--- src/rtl/stat_scan_pkg.sv ---
// -----------------------------------------------------------------------------
// stat_scan_pkg
// Shared definitions for the cycle-statistics scan controller:
//   - RAM_AW / RAM_DW : geometry of the external cycle RAM read port
//   - CNT_W           : width of the entry-count field stored at RAM[0]
//   - scan_state_t    : FSM state encoding of stat_scan_ctrl
//   - clamp_count()   : limits a raw entry count to the last scannable address
// -----------------------------------------------------------------------------
package stat_scan_pkg;

    localparam int RAM_AW = 6;
    localparam int RAM_DW = 32;
    localparam int CNT_W  = 8;

    typedef enum logic [2:0] {
        IDLE     = 3'd0,
        RD_CNT   = 3'd1,
        CAP_CNT  = 3'd2,
        RD_ENT   = 3'd3,
        CAP_ENT  = 3'd4,
        HOST_RD  = 3'd5,
        HOST_CAP = 3'd6,
        DONE     = 3'd7
    } scan_state_t;

    function automatic logic [CNT_W-1:0] clamp_count(
        input logic [CNT_W-1:0] raw,
        input logic [CNT_W-1:0] limit
    );
        return (raw > limit) ? limit : raw;
    endfunction

endpackage

--- src/rtl/stat_scan_ctrl.sv ---
// -----------------------------------------------------------------------------
// stat_scan_ctrl
// After every revolution (i_scan_start) this controller walks the cycle RAM:
// RAM[0][7:0] holds the number of captured intervals N, RAM[1..N] the interval
// lengths. It reports N together with the minimum and maximum interval. The
// same RAM read port is shared with a host, which is served either from IDLE
// or squeezed in between two scanned entries.
//
// Optional build feature (macro CYCLE_FAULT_CHK_EN):
//   defined   -> o_cycle_fault flags a wrong entry count or an out-of-range
//                interval, recomputed at the end of every scan
//   undefined -> o_cycle_fault is constant 0, threshold inputs are ignored
//
// Ports
//   i_clk_50m, i_rst_n        clock, asynchronous active-low reset
//   i_scan_start              pulse: start a scan (ignored + o_scan_miss if busy)
//   i_host_req/i_host_addr    host read request (level) and address
//   o_host_ack/o_host_rdata   ack pulse and held read data
//   o_ram_raddr/o_ram_ren     RAM read port, i_ram_rdata valid one cycle later
//   i_cyc_lo/i_cyc_hi         allowed interval range (fault check)
//   i_expect_num              expected entry count (fault check)
//   o_opto_num/o_min_cycle/o_max_cycle   results of the last completed scan
//   o_scan_busy, o_scan_done, o_scan_miss, o_cycle_fault   status
// -----------------------------------------------------------------------------
module stat_scan_ctrl
    import stat_scan_pkg::*;
#(
    parameter int P_LAST_ENTRY = 59
) (
    input  logic              i_clk_50m,
    input  logic              i_rst_n,
    input  logic              i_scan_start,
    input  logic              i_host_req,
    input  logic [RAM_AW-1:0] i_host_addr,
    output logic              o_host_ack,
    output logic [RAM_DW-1:0] o_host_rdata,
    output logic [RAM_AW-1:0] o_ram_raddr,
    output logic              o_ram_ren,
    input  logic [RAM_DW-1:0] i_ram_rdata,
    input  logic [RAM_DW-1:0] i_cyc_lo,
    input  logic [RAM_DW-1:0] i_cyc_hi,
    input  logic [CNT_W-1:0]  i_expect_num,
    output logic [CNT_W-1:0]  o_opto_num,
    output logic [RAM_DW-1:0] o_min_cycle,
    output logic [RAM_DW-1:0] o_max_cycle,
    output logic              o_scan_busy,
    output logic              o_scan_done,
    output logic              o_scan_miss,
    output logic              o_cycle_fault
);

    localparam logic [CNT_W-1:0]  LAST_CNT    = CNT_W'(P_LAST_ENTRY);
    localparam logic [RAM_AW-1:0] FIRST_ENTRY = RAM_AW'(1);

    scan_state_t       state_reg,       state_next;
    logic              scan_active_reg, scan_active_next;
    logic              start_pend_reg,  start_pend_next;
    logic [CNT_W-1:0]  raw_cnt_reg,     raw_cnt_next;
    logic [RAM_AW-1:0] last_idx_reg,    last_idx_next;
    logic [RAM_AW-1:0] idx_reg,         idx_next;
    logic [RAM_DW-1:0] run_min_reg,     run_min_next;
    logic [RAM_DW-1:0] run_max_reg,     run_max_next;
    logic [RAM_AW-1:0] raddr_reg,       raddr_next;
    logic              ren_reg,         ren_next;
    logic              host_ack_reg,    host_ack_next;
    logic [RAM_DW-1:0] host_rdata_reg,  host_rdata_next;
    logic [CNT_W-1:0]  opto_num_reg,    opto_num_next;
    logic [RAM_DW-1:0] min_out_reg,     min_out_next;
    logic [RAM_DW-1:0] max_out_reg,     max_out_next;
    logic              scan_done_reg,   scan_done_next;
    logic              scan_miss_reg,   scan_miss_next;
    logic [CNT_W-1:0]  clamped_cnt;
    logic              host_serve;

`ifdef CYCLE_FAULT_CHK_EN
    logic              range_err_reg,   range_err_next;
    logic              fault_reg,       fault_next;
`else
    logic              unused_thresholds;
    assign unused_thresholds = ^{i_cyc_lo, i_cyc_hi, i_expect_num};
`endif

    // The host is not served in the cycle right after an ack: a host that
    // still holds its request for one cycle must not get a second read.
    assign host_serve  = i_host_req && !host_ack_reg;
    assign clamped_cnt = clamp_count(i_ram_rdata[CNT_W-1:0], LAST_CNT);

    always_comb begin
        state_next       = state_reg;
        scan_active_next = scan_active_reg;
        start_pend_next  = start_pend_reg;
        raw_cnt_next     = raw_cnt_reg;
        last_idx_next    = last_idx_reg;
        idx_next         = idx_reg;
        run_min_next     = run_min_reg;
        run_max_next     = run_max_reg;
        raddr_next       = raddr_reg;
        ren_next         = 1'b0;
        host_ack_next    = 1'b0;
        host_rdata_next  = host_rdata_reg;
        opto_num_next    = opto_num_reg;
        min_out_next     = min_out_reg;
        max_out_next     = max_out_reg;
        scan_done_next   = 1'b0;
        scan_miss_next   = 1'b0;
`ifdef CYCLE_FAULT_CHK_EN
        range_err_next   = range_err_reg;
        fault_next       = fault_reg;
`endif

        if (i_scan_start && scan_active_reg) begin
            scan_miss_next = 1'b1;
        end

        // A start that arrives while a stand-alone host read occupies the
        // port is not busy-time; remember it and begin once back in IDLE.
        if (i_scan_start && !scan_active_reg && state_reg != IDLE) begin
            start_pend_next = 1'b1;
        end

        case (state_reg)
            IDLE: begin
                if (i_scan_start || start_pend_reg) begin
                    state_next       = RD_CNT;
                    scan_active_next = 1'b1;
                    start_pend_next  = 1'b0;
                end else if (host_serve) begin
                    state_next = HOST_RD;
                end
            end

            RD_CNT: begin
                state_next = CAP_CNT;
            end

            CAP_CNT: begin
                raw_cnt_next  = i_ram_rdata[CNT_W-1:0];
                last_idx_next = clamped_cnt[RAM_AW-1:0];
                idx_next      = FIRST_ENTRY;
                run_min_next  = '0;
                run_max_next  = '0;
`ifdef CYCLE_FAULT_CHK_EN
                range_err_next = 1'b0;
`endif
                state_next    = (clamped_cnt == '0) ? DONE : RD_ENT;
            end

            RD_ENT: begin
                state_next = CAP_ENT;
            end

            CAP_ENT: begin
                if (idx_reg == FIRST_ENTRY) begin
                    run_min_next = i_ram_rdata;
                    run_max_next = i_ram_rdata;
                end else begin
                    if (i_ram_rdata < run_min_reg) run_min_next = i_ram_rdata;
                    if (i_ram_rdata > run_max_reg) run_max_next = i_ram_rdata;
                end
`ifdef CYCLE_FAULT_CHK_EN
                if (i_ram_rdata < i_cyc_lo || i_ram_rdata > i_cyc_hi) begin
                    range_err_next = 1'b1;
                end
`endif
                // idx advances past the last entry here, so HOST_CAP can tell
                // whether the scan still has entries left.
                idx_next = idx_reg + 1'b1;
                if (host_serve) begin
                    state_next = HOST_RD;
                end else if (idx_reg == last_idx_reg) begin
                    state_next = DONE;
                end else begin
                    state_next = RD_ENT;
                end
            end

            HOST_RD: begin
                state_next = HOST_CAP;
            end

            HOST_CAP: begin
                host_ack_next   = 1'b1;
                host_rdata_next = i_ram_rdata;
                if (!scan_active_reg) begin
                    state_next = IDLE;
                end else if (idx_reg > last_idx_reg) begin
                    state_next = DONE;
                end else begin
                    state_next = RD_ENT;
                end
            end

            DONE: begin
                opto_num_next    = raw_cnt_reg;
                min_out_next     = run_min_reg;
                max_out_next     = run_max_reg;
                scan_done_next   = 1'b1;
                scan_active_next = 1'b0;
`ifdef CYCLE_FAULT_CHK_EN
                fault_next       = range_err_reg || (raw_cnt_reg != i_expect_num);
`endif
                state_next       = IDLE;
            end

            default: begin
                state_next = IDLE;
            end
        endcase

        // The read port is registered from the state being entered, so the
        // address/enable line up with the RD_* / HOST_RD state itself.
        case (state_next)
            RD_CNT: begin
                ren_next   = 1'b1;
                raddr_next = '0;
            end
            RD_ENT: begin
                ren_next   = 1'b1;
                raddr_next = idx_next;
            end
            HOST_RD: begin
                ren_next   = 1'b1;
                raddr_next = i_host_addr;
            end
            default: begin
                ren_next   = 1'b0;
            end
        endcase
    end

    always_ff @(posedge i_clk_50m or negedge i_rst_n) begin
        if (!i_rst_n) begin
            state_reg       <= IDLE;
            scan_active_reg <= 1'b0;
            start_pend_reg  <= 1'b0;
            raw_cnt_reg     <= '0;
            last_idx_reg    <= '0;
            idx_reg         <= '0;
            run_min_reg     <= '0;
            run_max_reg     <= '0;
            raddr_reg       <= '0;
            ren_reg         <= 1'b0;
            host_ack_reg    <= 1'b0;
            host_rdata_reg  <= '0;
            opto_num_reg    <= '0;
            min_out_reg     <= '0;
            max_out_reg     <= '0;
            scan_done_reg   <= 1'b0;
            scan_miss_reg   <= 1'b0;
`ifdef CYCLE_FAULT_CHK_EN
            range_err_reg   <= 1'b0;
            fault_reg       <= 1'b0;
`endif
        end else begin
            state_reg       <= state_next;
            scan_active_reg <= scan_active_next;
            start_pend_reg  <= start_pend_next;
            raw_cnt_reg     <= raw_cnt_next;
            last_idx_reg    <= last_idx_next;
            idx_reg         <= idx_next;
            run_min_reg     <= run_min_next;
            run_max_reg     <= run_max_next;
            raddr_reg       <= raddr_next;
            ren_reg         <= ren_next;
            host_ack_reg    <= host_ack_next;
            host_rdata_reg  <= host_rdata_next;
            opto_num_reg    <= opto_num_next;
            min_out_reg     <= min_out_next;
            max_out_reg     <= max_out_next;
            scan_done_reg   <= scan_done_next;
            scan_miss_reg   <= scan_miss_next;
`ifdef CYCLE_FAULT_CHK_EN
            range_err_reg   <= range_err_next;
            fault_reg       <= fault_next;
`endif
        end
    end

    assign o_host_ack   = host_ack_reg;
    assign o_host_rdata = host_rdata_reg;
    assign o_ram_raddr  = raddr_reg;
    assign o_ram_ren    = ren_reg;
    assign o_opto_num   = opto_num_reg;
    assign o_min_cycle  = min_out_reg;
    assign o_max_cycle  = max_out_reg;
    assign o_scan_busy  = scan_active_reg;
    assign o_scan_done  = scan_done_reg;
    assign o_scan_miss  = scan_miss_reg;
`ifdef CYCLE_FAULT_CHK_EN
    assign o_cycle_fault = fault_reg;
`else
    assign o_cycle_fault = 1'b0;
`endif

endmodule

--- config.mk ---
export PLATFORM = sky130hd
export DESIGN_NAME = stat_scan_ctrl
export DESIGN_NICKNAME = d
export VERILOG_FILES = /design/src/rtl/stat_scan_pkg.sv /design/src/rtl/stat_scan_ctrl.sv
export SDC_FILE = /design/constraint.sdc
export NUM_CORES = 1
export LEC_CHECK = 0
export BUFFER_PORTS_ARGS = -buffer_cell sky130_fd_sc_hd__buf_2
export CAP_MARGIN = 30
export CORE_MARGIN = 3
export CORE_UTILIZATION = 30
export CTS_CLUSTER_DIAMETER = 60
export DETAILED_ROUTE_END_ITERATION = 10
export SLEW_MARGIN = 20
export SYNTH_ARGS = -nofsm -noshare
export SYNTH_HDL_FRONTEND = slang
export SYNTH_SLANG_ARGS = --single-unit
--- constraint.sdc ---
create_clock -name i_clk_50m -period 2.1 [get_ports i_clk_50m]
set_input_delay 0.105 -clock i_clk_50m [delete_from_list [all_inputs] [get_ports i_clk_50m]]
set_output_delay 0.105 -clock i_clk_50m [all_outputs]
set_load 0.005 [all_outputs]
==> results of run 1 <==
worst reg2reg max path, stage by stage (launching register included):
cell	delay (ns)
dfrtp_1	0.37
inv_2	0.07
ha_4	0.26
nand4_1	0.22
or4_4	0.55
o211ai_1	0.15
o22ai_2	0.11
nand2b_4	0.21
buf_12	0.18
a22o_1	0.22
kinds of logic (layout without fill, tap and decap cells):
family / Yosys count / count (layout) / synth area share, %
compound gates: 218 / 218 / 16.08
xor+xnor: 1 / 1 / 0.09414
fa+ha+maj: 71 / 71 / 9.547
buf+inv: 120 / 517 / 5.083
flops: 203 / 203 / 54.59
mux: 16 / 16 / 1.923
other cells: 1 / 1 / 0.04030
simple gates: 266 / 266 / 12.64
power by group through the flow:
stage	clock network [mW]	registers, mW	logic [mW]
final	4.53	6.38	8.72
after CTS	4.66	6.37	8.24
after floorplan	0	6.31	4.08
after detailed placement	0	6.40	7.90
after global placement	0	6.36	7.75
after global routing	4.83	6.57	9.66
final timing paths:
path / end / cells past startpoint / from / slack, ns
worst max-delay path: run_max_reg[27] / 9 / run_max_reg[31] / -0.36
worst min-delay path: run_max_reg[26] / 3 / i_ram_rdata[26] / 0.01
worst max register to register: run_max_reg[27] / 9 / run_max_reg[31] / -0.36
worst min register to register: o_host_rdata[8] / 2 / o_host_rdata[8] / 0.47
max in group asynchronous: o_host_rdata[31] / 3 / i_rst_n / 1.11
min in group asynchronous: o_host_rdata[15] / 2 / i_rst_n / 0.14
synth_stat cells, types with 2 or more instances:
| cell | number | area share [%] |
|---|---|---|
| dfrtp_1 | 203 | 55 |
| nand2_1 | 179 | 7.2 |
| o21ai_0 | 82 | 4.4 |
| inv_1 | 78 | 3.1 |
| ha_1 | 71 | 9.5 |
| a22o_1 | 65 | 6.1 |
| clkbuf_1 | 25 | 1.0 |
| nor2_1 | 23 | 0.93 |
| a21oi_1 | 22 | 1.2 |
| nand3_1 | 20 | 1.1 |
| mux2_2 | 15 | 1.8 |
| nand4_1 | 13 | 0.87 |
| buf_2 | 11 | 0.59 |
| a21o_1 | 8 | 0.65 |
| a211oi_1 | 6 | 0.48 |
| o22ai_1 | 6 | 0.40 |
| a211o_1 | 5 | 0.47 |
| and3_1 | 4 | 0.27 |
| nand2b_1 | 4 | 0.27 |
| nor2b_1 | 4 | 0.27 |
| nor4_1 | 3 | 0.20 |
| o21ai_1 | 3 | 0.16 |
| a2111oi_0 | 2 | 0.19 |
| a221o_1 | 2 | 0.22 |
| a221oi_1 | 2 | 0.19 |
| a31oi_1 | 2 | 0.13 |
| and2_1 | 2 | 0.13 |
| buf_1 | 2 | 0.081 |
| nor3_1 | 2 | 0.11 |
| nor3b_2 | 2 | 0.27 |
| o21a_1 | 2 | 0.16 |
| or3b_1 | 2 | 0.19 |
| or4_1 | 2 | 0.16 |
layout by cell type, fill, tap and decap left out, drive strengths merged, types with 23 or more instances in the layout:
master,n
inv,81
o21ai,86
buf,345
ha,71
nor2,23
dlygate4sd3,37
a22o,65
dfrtp,203
clkbuf,45
nand2,179
metrics by stage:
step           utilization [%]  std cells  instance area (um^2)
2_1_floorplan                -        896                  9415
3_3_place_gp             39.53       1575                 11900
3_5_place_dp             39.53       1575                 11900
4_1_cts                  44.40       1672                 13370
5_1_grt                  45.69       1683                 13760
6_report                 45.69       1683                 13760
layer usage:
metal | GRT usage [%] | share of wire [%] | wire [um] | vias up
li1 | - | - | - | 3861
met1 | 23.80 | 47 | 13560 | 3894
met2 | 27.32 | 46 | 13360 | 201
met3 | 2.830 | 5.4 | 1564 | 34
met4 | 2.956 | 1.4 | 398 | 0
met5 | 0 | 0 | 0 | -
cell type report:
cell class	instances	share of cell area (%)
Timing Repair Buffer	386	20.42
Tap cell	390	3.547
Clock inverter	8	0.7639
Sequential cell	203	36.92
Timing Repair inverter	1	0.03638
Multi-Input combinational cell	573	30.34
Inverter	81	2.246
Clock buffer	41	5.729
what timing repair did:
item / in CTS / in global routing
pin swaps: 14 / 28
hold buffers: 37 / 0
setup endpoints to repair: 71 / 72
resized for setup: 21 / 46
endpoints found under the hold margin: 139 / 0
buffers inserted: 11 / 9
cloned: 0 / 5
==> summary.md, run 1 <==
| Metric | Value |
|---|---|
| Status | finished, violations left |
| Failing checks | setup timing |
| Tcrit/Tclk final | 117.2% |
| Switching pwr | 6.924 mW |
| Max-Cap Viols | 0 |
| Die X | 182.1 um |
| Vias in the first global route | 8,217 |
| Area of the multi-input gates | 4174 um^2 |
| Clock Tree Buf Depth | 3 |
| Hold slack final | 0.01065 ns |
| Ys Warns | 0 |
| # IOs | 230 |
| First-pass DRT Iterations | 5 |
| P_int | 12.71 mW |
| PortBufs | 156 |
| Syn Area/Cell | 10.39 um^2 |
| Worst Skew | 0.01556 ns |
| Nets | 1,458 |
| FF+latch count, synth | 203 |
| Wire length per cell | 17.16 um |
| Number of synthesized flops with an enable pin | 0 |
| Final setup violation count | 71 |
| PwrDens | 1427 nW/um^2 |
| Antenna viol nets, final | 0 |
| ANT cells | 0 |
| Full die area | 33,170 um^2 |
| Pin count of the biggest net entering global routing | 67 |
| Fmax | 0.4064 GHz |
| Core Area | 30,110 um^2 |
| Register area share after synthesis | 54.59% |
| Buf+Inv Stages, Crit Path | 2 |
| Cell at the slowest stage of the critical path | or4_4 |
| Final Hold Fails | 0 |
| Slew margin rel. | 59.84% |
| RSZ-0062 raised after global routing | yes |
| Post-synth ARST share | 100.0% |
| Die Span Y | 182.1 um |
| CP Max Fanout | 15 |
| CP arrival | 2.86 ns |
| LEAKAGE | 6.876 nW |
| Sw frac | 35.27% |
| Area growth, synth to finish | 47.86% |
| CTS Sinks | 203 |
| Overall Global Routing Usage | 16.75% |
| First-pass GRT wire length | 44,940 um |
| Share of layout cells above drive strength 1 | 36.89% |
| FF+latch area | 5080 um^2 |
| Seq pwr share | 32.5% |
| Syn Std Cell Area | 9305 um^2 |
| Clock network power share | 23.1% |
| Logic pwr share | 44.4% |
| Worst slew pin tran | 0.6023 ns |
| Syn nets | 1,081 |
| FILL cells | 2,868 |
| HP Class | in2reg |
| DR iter-0 viols | 354 |
| Final wirelength | 28,890 um |
| FP Rows | 63 |
| CP Cell Sequence | inv_2 > ha_4 > nand4_1 > or4_4 > o211ai_1 > o22ai_2 > nand2b_4 > buf_12 > a22o_1 |
| Cell chosen for the clock root | clkbuf_16 |
| Setup_tns | -16.87 ns |
| WP data required | 2.50 ns |
| Post-Place Worst Slack | -0.3507 ns |
| Mapped Cells | 896 |
| Vias per std cell | 4.747 |
| Num CTS Buffers | 27 |
| Gp weighted congestion | 0.7856 |
| Tot Pwr | 19.63 mW |
| Grt ovf | 0 |
| Skew-Pair Late Insertion Delay | 0.52 ns |
| Remaining DRCs | 0 |
| Min cycle time layout | 2.460 ns |
| Final worst slack | -0.3604 ns |
| Vias | 7,990 |
| Initial antenna violation count | 0 |
| Top FF cell, synth | dfrtp_1 |
| CTS tree | built |
| Post-DP HPWL | 19,650 um |
| Endpoint class of the critical path | flop |
| WS Path Type | reg2reg |
| H-tree Lvls | 1 |
| Fin. max-slew vios | 0 |
| Yosys cell types | 57 |
| Clock transition at the registers of the reported paths | 0.06 ns |
| Kind of cell adding the most delay to the critical path | simple AND/OR/NAND/NOR gates |
| Crit start category | flop |
| Maximum vdd ir drop | 0.7030 mV |
| Initial core utilization | 30.90% |
| Max stage delay on crit path | 0.55 ns |
(Power assumes the default switching activity.)
==> run 2, diff against run 1 <==
- PLACE_DENSITY: default -> 0.58
==> run 2 against run 1 <==
Register-to-register slack barely moved. Critical endpoint is now run_max_reg[26]. The run still ends with setup timing left. Routed wire length is 2.5% lower. Clock power up 7.7%. Worst setup slack worse by 0.0056 ns. Largest cell class unchanged.
==> summary.md, run 2 (synthesized netlist as in run 1, its figures left out) <==
| Metric | Value |
|---|---|
| Kind of cell adding the most delay to the critical path | simple AND/OR/NAND/NOR gates |
| Post-Place Worst Slack | -0.4803 ns |
| First-pass GRT wire length | 44,760 um |
| CP arrival | 2.88 ns |
| Pin count of the biggest net entering global routing | 67 |
| Vias per std cell | 4.690 |
| Clock Tree Buf Depth | 3 |
| Grt ovf | 0 |
| Commonest cells after routing, fill and taps aside | dfrtp_1, nand2_1, buf_4, buf_2, o21ai_0 |
| Setup_tns | -17.15 ns |
| ANT cells | 0 |
| CP Max Fanout | 5 |
| Hold slack final | 0.02311 ns |
| Wire length per cell | 16.76 um |
| Die Span Y | 182.1 um |
| Die X | 182.1 um |
| Max stage delay on crit path | 0.56 ns |
| Num CTS Buffers | 27 |
| WS Path Type | reg2reg |
| CTS tree | built |
| Tot Pwr | 19.46 mW |
| # IOs | 230 |
| Share of layout cells above drive strength 1 | 35.04% |
| Final wirelength | 28,160 um |
| Fin. max-slew vios | 0 |
| M2 GR Usage | 26.84% |
| WP data required | 2.51 ns |
| Crit start category | flop |
| Commonest non-fill, non-tap cell in the layout | dfrtp_1 |
| Final Hold Fails | 0 |
| Nets | 1,454 |
| M1 GR Usage | 24.01% |
| Cell chosen for the clock root | clkbuf_16 |
| Cell at the slowest stage of the critical path | or4_1 |
| Full die area | 33,170 um^2 |
| FP Rows | 63 |
| Antenna viol nets, final | 0 |
| PwrDens | 1436 nW/um^2 |
| Status | finished, violations left |
| DR iter-0 viols | 380 |
| Maximum vdd ir drop | 0.6879 mV |
| Failing checks | setup timing |
| Core Area | 30,110 um^2 |
| HP Class | in2reg |
| Worst Skew | 0.009469 ns |
| First-pass DRT Iterations | 5 |
| Post-DP HPWL | 19,940 um |
| Met3 Use GR | 3.269% |
| CP Cell Sequence | inv_2 > ha_4 > nand4_1 > or4_1 > o211ai_1 > o22ai_2 > nand2b_4 > buf_6 > a22o_1 |
| H-tree Lvls | 1 |
| Overall Global Routing Usage | 16.82% |
| Buf+Inv Stages, Crit Path | 2 |
| Min cycle time layout | 2.466 ns |
| Max-Cap Viols | 0 |
| Clock transition at the registers of the reported paths | 0.06 ns |
| Placement Cell Area | 12,010 um^2 |
| Skew-Pair Late Insertion Delay | 0.53 ns |
| Remaining DRCs | 0 |
| RSZ-0062 raised after global routing | yes |
| Final setup violation count | 71 |
| Vias in the first global route | 7,993 |
| Initial core utilization | 30.90% |
| PortBufs | 156 |
| LEAKAGE | 6.862 nW |
| Initial antenna violation count | 0 |
| Design area | 13,550 um^2 |
| Busiest grt layer | met2 |
| Final worst slack | -0.3660 ns |
| Vias | 7,880 |
| Gp weighted congestion | 0.7942 |
| CTS Sinks | 203 |
| FILL cells | 2,923 |
| Fmax | 0.4055 GHz |
| Endpoint class of the critical path | flop |
| Area growth, synth to finish | 45.66% |
| Tcrit/Tclk final | 117.4% |
-- run 2: cell count changes in the layout (fill, tap and decap cells not counted), moves of 3 or more --
cell       before  now
ha_1           52   65
ha_4           18    5
inv_1          65   73
inv_2          14    6
clkbuf_1        8    1
buf_4         174  171
buf_6           6    9
clkbuf_16      30   27
clkinv_4        1    4
-- run 2: area by class of cell --
cell class	count	area (um^2)	share of cell area, %
well taps	390	488.0	3.600
multi-input cells	573	3963	29.23
clock buffers	33	748.2	5.520
repair buffers	383	2753	20.31
inverters	81	309.0	2.280
flip-flops and latches	203	5080	37.48
clock inverters	17	214.0	1.579
-- run 2: metal layers --
| layer | wire, um | vias up |
|---|---|---|
| met5 | 0 | - |
| met4 | 509 | 0 |
| met3 | 1325 | 35 |
| met1 | 13630 | 3811 |
| met2 | 12690 | 165 |
| li1 | - | 3869 |
-- run 2: worst register-to-register path: stages, from the launching register on --
cell and delay (ns):
dfrtp_1 0.37, inv_2 0.06, ha_4 0.27, nand4_1 0.23, or4_1 0.56, o211ai_1 0.14, o22ai_2 0.12, nand2b_4 0.21
buf_6 0.16, a22o_1 0.23
-- run 2: repair_timing --
item / in CTS / in global routing
setup buffers: 6 / 1
endpoints found under the hold margin: 260 / 0
endpoints found under the setup margin: 71 / 71
hold buffers: 37 / 0
cloned: 1 / 0
pin swaps: 27 / 7
gates resized for setup: 33 / 7
-- run 2: through the flow --
stage | util [%] | std cells
final | 45.01 | 1680
after global placement | 39.87 | 1587
after CTS | 44.90 | 1679
after floorplan | - | 896
after detailed placement | 39.87 | 1587
after global routing | 45.01 | 1680
-- run 2: power breakdown --
| group | switching, mW | internal (mW) | total [mW] |
|---|---|---|---|
| Combinational | 4.11 | 4.12 | 8.23 |
| Clock | 1.84 | 3.04 | 4.88 |
| Sequential | 0.878 | 5.48 | 6.36 |
-- run 2: path summary, 6_finish.rpt --
| check | cells past startpoint | start | end | slack (ns) |
|---|---|---|---|---|
| worst max register to register | 9 | run_max_reg[25] | run_max_reg[26] | -0.37 |
| worst max-delay path | 9 | run_max_reg[25] | run_max_reg[26] | -0.37 |
| min in group asynchronous | 2 | i_rst_n | o_host_rdata[13] | 0.09 |
| max in group asynchronous | 3 | i_rst_n | run_min_reg[21] | 1.22 |
| worst min-delay path | 3 | i_ram_rdata[6] | o_host_rdata[6] | 0.02 |
| worst min register to register | 2 | o_host_rdata[17] | o_host_rdata[17] | 0.47 |
==> run 3, diff against run 2 <==
- CAP_MARGIN: 30 -> 20
- CORE_UTILIZATION: 30 -> 45
- PLACE_DENSITY: 0.58 -> 0.78
- SKIP_LAST_GASP: default -> 1
==> run 3 against run 2 <==
The run still ends with setup timing left. Critical path depth is 2 higher. Utilization is 21 points higher. Sequential power hardly changed. First-iteration DRC count is 63% higher.
==> summary.md, run 3 (synthesized netlist as in run 1, its figures left out) <==
| Metric | Value |
|---|---|
| Status | finished, violations left |
| Failing checks | setup timing |
| R2R setup slack | -0.44 ns |
| Pin count of the biggest net entering global routing | 65 |
| PortBufs | 156 |
| Clock transition at the registers of the reported paths | 0.06 ns |
| R2R cell count | 11 |
| Final wirelength | 28,320 um |
| First-pass DRT Iterations | 5 |
| WS Path Type | reg2reg |
| Cell chosen for the clock root | clkbuf_16 |
| Hold path depth | 3 |
| Hold slack final | 0.006898 ns |
| Cell at the slowest stage of the critical path | dfrtp_1 |
| FP Rows | 51 |
| Endpoint class of the critical path | flop |
| Initial core utilization | 46.74% |
| Min cycle time layout | 2.545 ns |
| ANT cells | 0 |
| CTS Sinks | 203 |
| CP Max Fanout | 7 |
| Vias in the first global route | 8,306 |
| # IOs | 230 |
| Final worst slack | -0.4447 ns |
| Critical path startpoint | run_min_reg[29] |
| RSZ-0062 raised after global routing | yes |
| Core Area | 19,910 um^2 |
| Antenna viol nets, final | 0 |
| Die Span Y | 149.8 um |
| Skew-Pair Late Insertion Delay | 0.52 ns |
| Slew margin rel. | 63.24% |
| Remaining DRCs | 0 |
| Most used cell, CP | o22ai_4 |
| WP data required | 2.51 ns |
| Initial antenna violation count | 0 |
| Maximum vdd ir drop | 0.8464 mV |
| Tcrit/Tclk final | 121.2% |
| Vias per std cell | 5.377 |
| Vias | 8,152 |
| Share of layout cells above drive strength 1 | 34.05% |
| Full die area | 22,440 um^2 |
| Post-Place Worst Slack | -0.3426 ns |
| Fin util | 66.13% |
| Clock Tree Buf Depth | 3 |
| Gp weighted congestion | 0.8832 |
| Max stage delay on crit path | 0.39 ns |
| Hold path startpoint | i_ram_rdata[10] |
| Tot Pwr | 19.05 mW |
| Max-Cap Viols | 0 |
| R2r endpoint | run_min_reg[21] |
| Fmax | 0.3930 GHz |
| PwrDens | 1447 nW/um^2 |
| Wire length per cell | 18.68 um |
| DR iter-0 viols | 619 |
| Worst Skew | 0.01480 ns |
| Worst slew pin tran | 0.5514 ns |
| LEAKAGE | 6.674 nW |
| Post-DP HPWL | 17,780 um |
| Grt ovf | 0 |
| Fin. max-slew vios | 0 |
| Design area | 13,170 um^2 |
| Area growth, synth to finish | 41.48% |
| Nets | 1,420 |
| R2r startpoint | run_min_reg[29] |
| Die X | 149.8 um |
| CP arrival | 2.95 ns |
| CTS tree | built |
| Commonest cells after routing, fill and taps aside | dfrtp_1, nand2_1, buf_2, buf_4, o21ai_0 |
| CP Cell Sequence | inv_2 > ha_4 > a211oi_4 > buf_6 > o22ai_4 > o22ai_4 > nand3_2 > o221ai_4 > nand2_4 > buf_12 > a22o_1 |
| Overall Global Routing Usage | 24.51% |
| Crit start category | flop |
| Final setup violation count | 71 |
| Placement Cell Area | 11,450 um^2 |
| H-tree Lvls | 1 |
| Final Hold Fails | 0 |
| HP Class | in2reg |
| Hold worst-path end | run_max_reg[10] |
| First-pass GRT wire length | 43,660 um |
| Commonest non-fill, non-tap cell in the layout | dfrtp_1 |
| Num CTS Buffers | 23 |
run 3: changes by cell type in the layout (fill, tap and decap cells not counted), sizes merged:
cell / delta
buf: -35
clkinvlp: -3
bufinv: -3
dlygate4sd3: +2
run 3: timing repair:
item,4_1_cts,5_1_grt
hold endpoints to repair,132,0
pin swaps,27,27
gates resized for setup,33,30
setup endpoints to repair,70,72
hold buffers,39,0
gates cloned,4,3
buffers inserted,14,5
run 3: per-stage QoR:
stage	setup TNS (ns)	std cells
5_1_grt	-31.56	1516
3_5_place_dp	-19.52	1412
3_3_place_gp	-18.43	1412
2_1_floorplan	-0.3020	896
6_report	-25.53	1516
4_1_cts	-16.65	1510
run 3: per-layer routing:
metal	part of all wire [%]	vias up	global-route usage [%]
li1	-	3790	-
met1	42	4038	32.39
met2	48	257	40.62
met3	7.0	67	5.451
met4	2.6	0	7.319
met5	0	-	0
run 3: worst max path at each step:
stage / to / slack [ns]
3_5_place_dp: run_min_reg[31] / -0.34
6_report: run_min_reg[21] / -0.44
5_1_grt: run_max_reg[23] / -0.50
3_3_place_gp: run_min_reg[21] / -0.30
4_1_cts: run_max_reg[0] / -0.30
2_1_floorplan: o_ram_raddr[4] / -0.01
run 3: worst max-delay path, delay by kind of cell, from the launching register on:
family                     cells  cell delay [ns]
and+or+nand+nor                2             0.32
buffers and inverters          3             0.44
DFF                            1             0.39
adders and majority gates      1             0.20
AOI/OAI and AO/OA              5             1.07
run 3: layout make-up:
type	instances	area, um^2
multi-input cells	573	4099
well taps	265	331.6
clock buffers	31	665.6
flip-flops and latches	203	5080
fillers	1528	6744
repair inverters	1	5.005
inverters	81	309.0
clock inverters	10	82.58
repair buffers	352	2592
run 3: power by group:
| part | leakage, nW | total [mW] | switching, mW | internal, mW |
|---|---|---|---|---|
| combinational | 3.65 | 8.68 | 4.45 | 4.23 |
| sequential | 2.65 | 6.38 | 0.897 | 5.48 |
| clock | 0.379 | 4.00 | 1.65 | 2.34 |
| total | 6.67 | 19.0 | 6.99 | 12.1 |
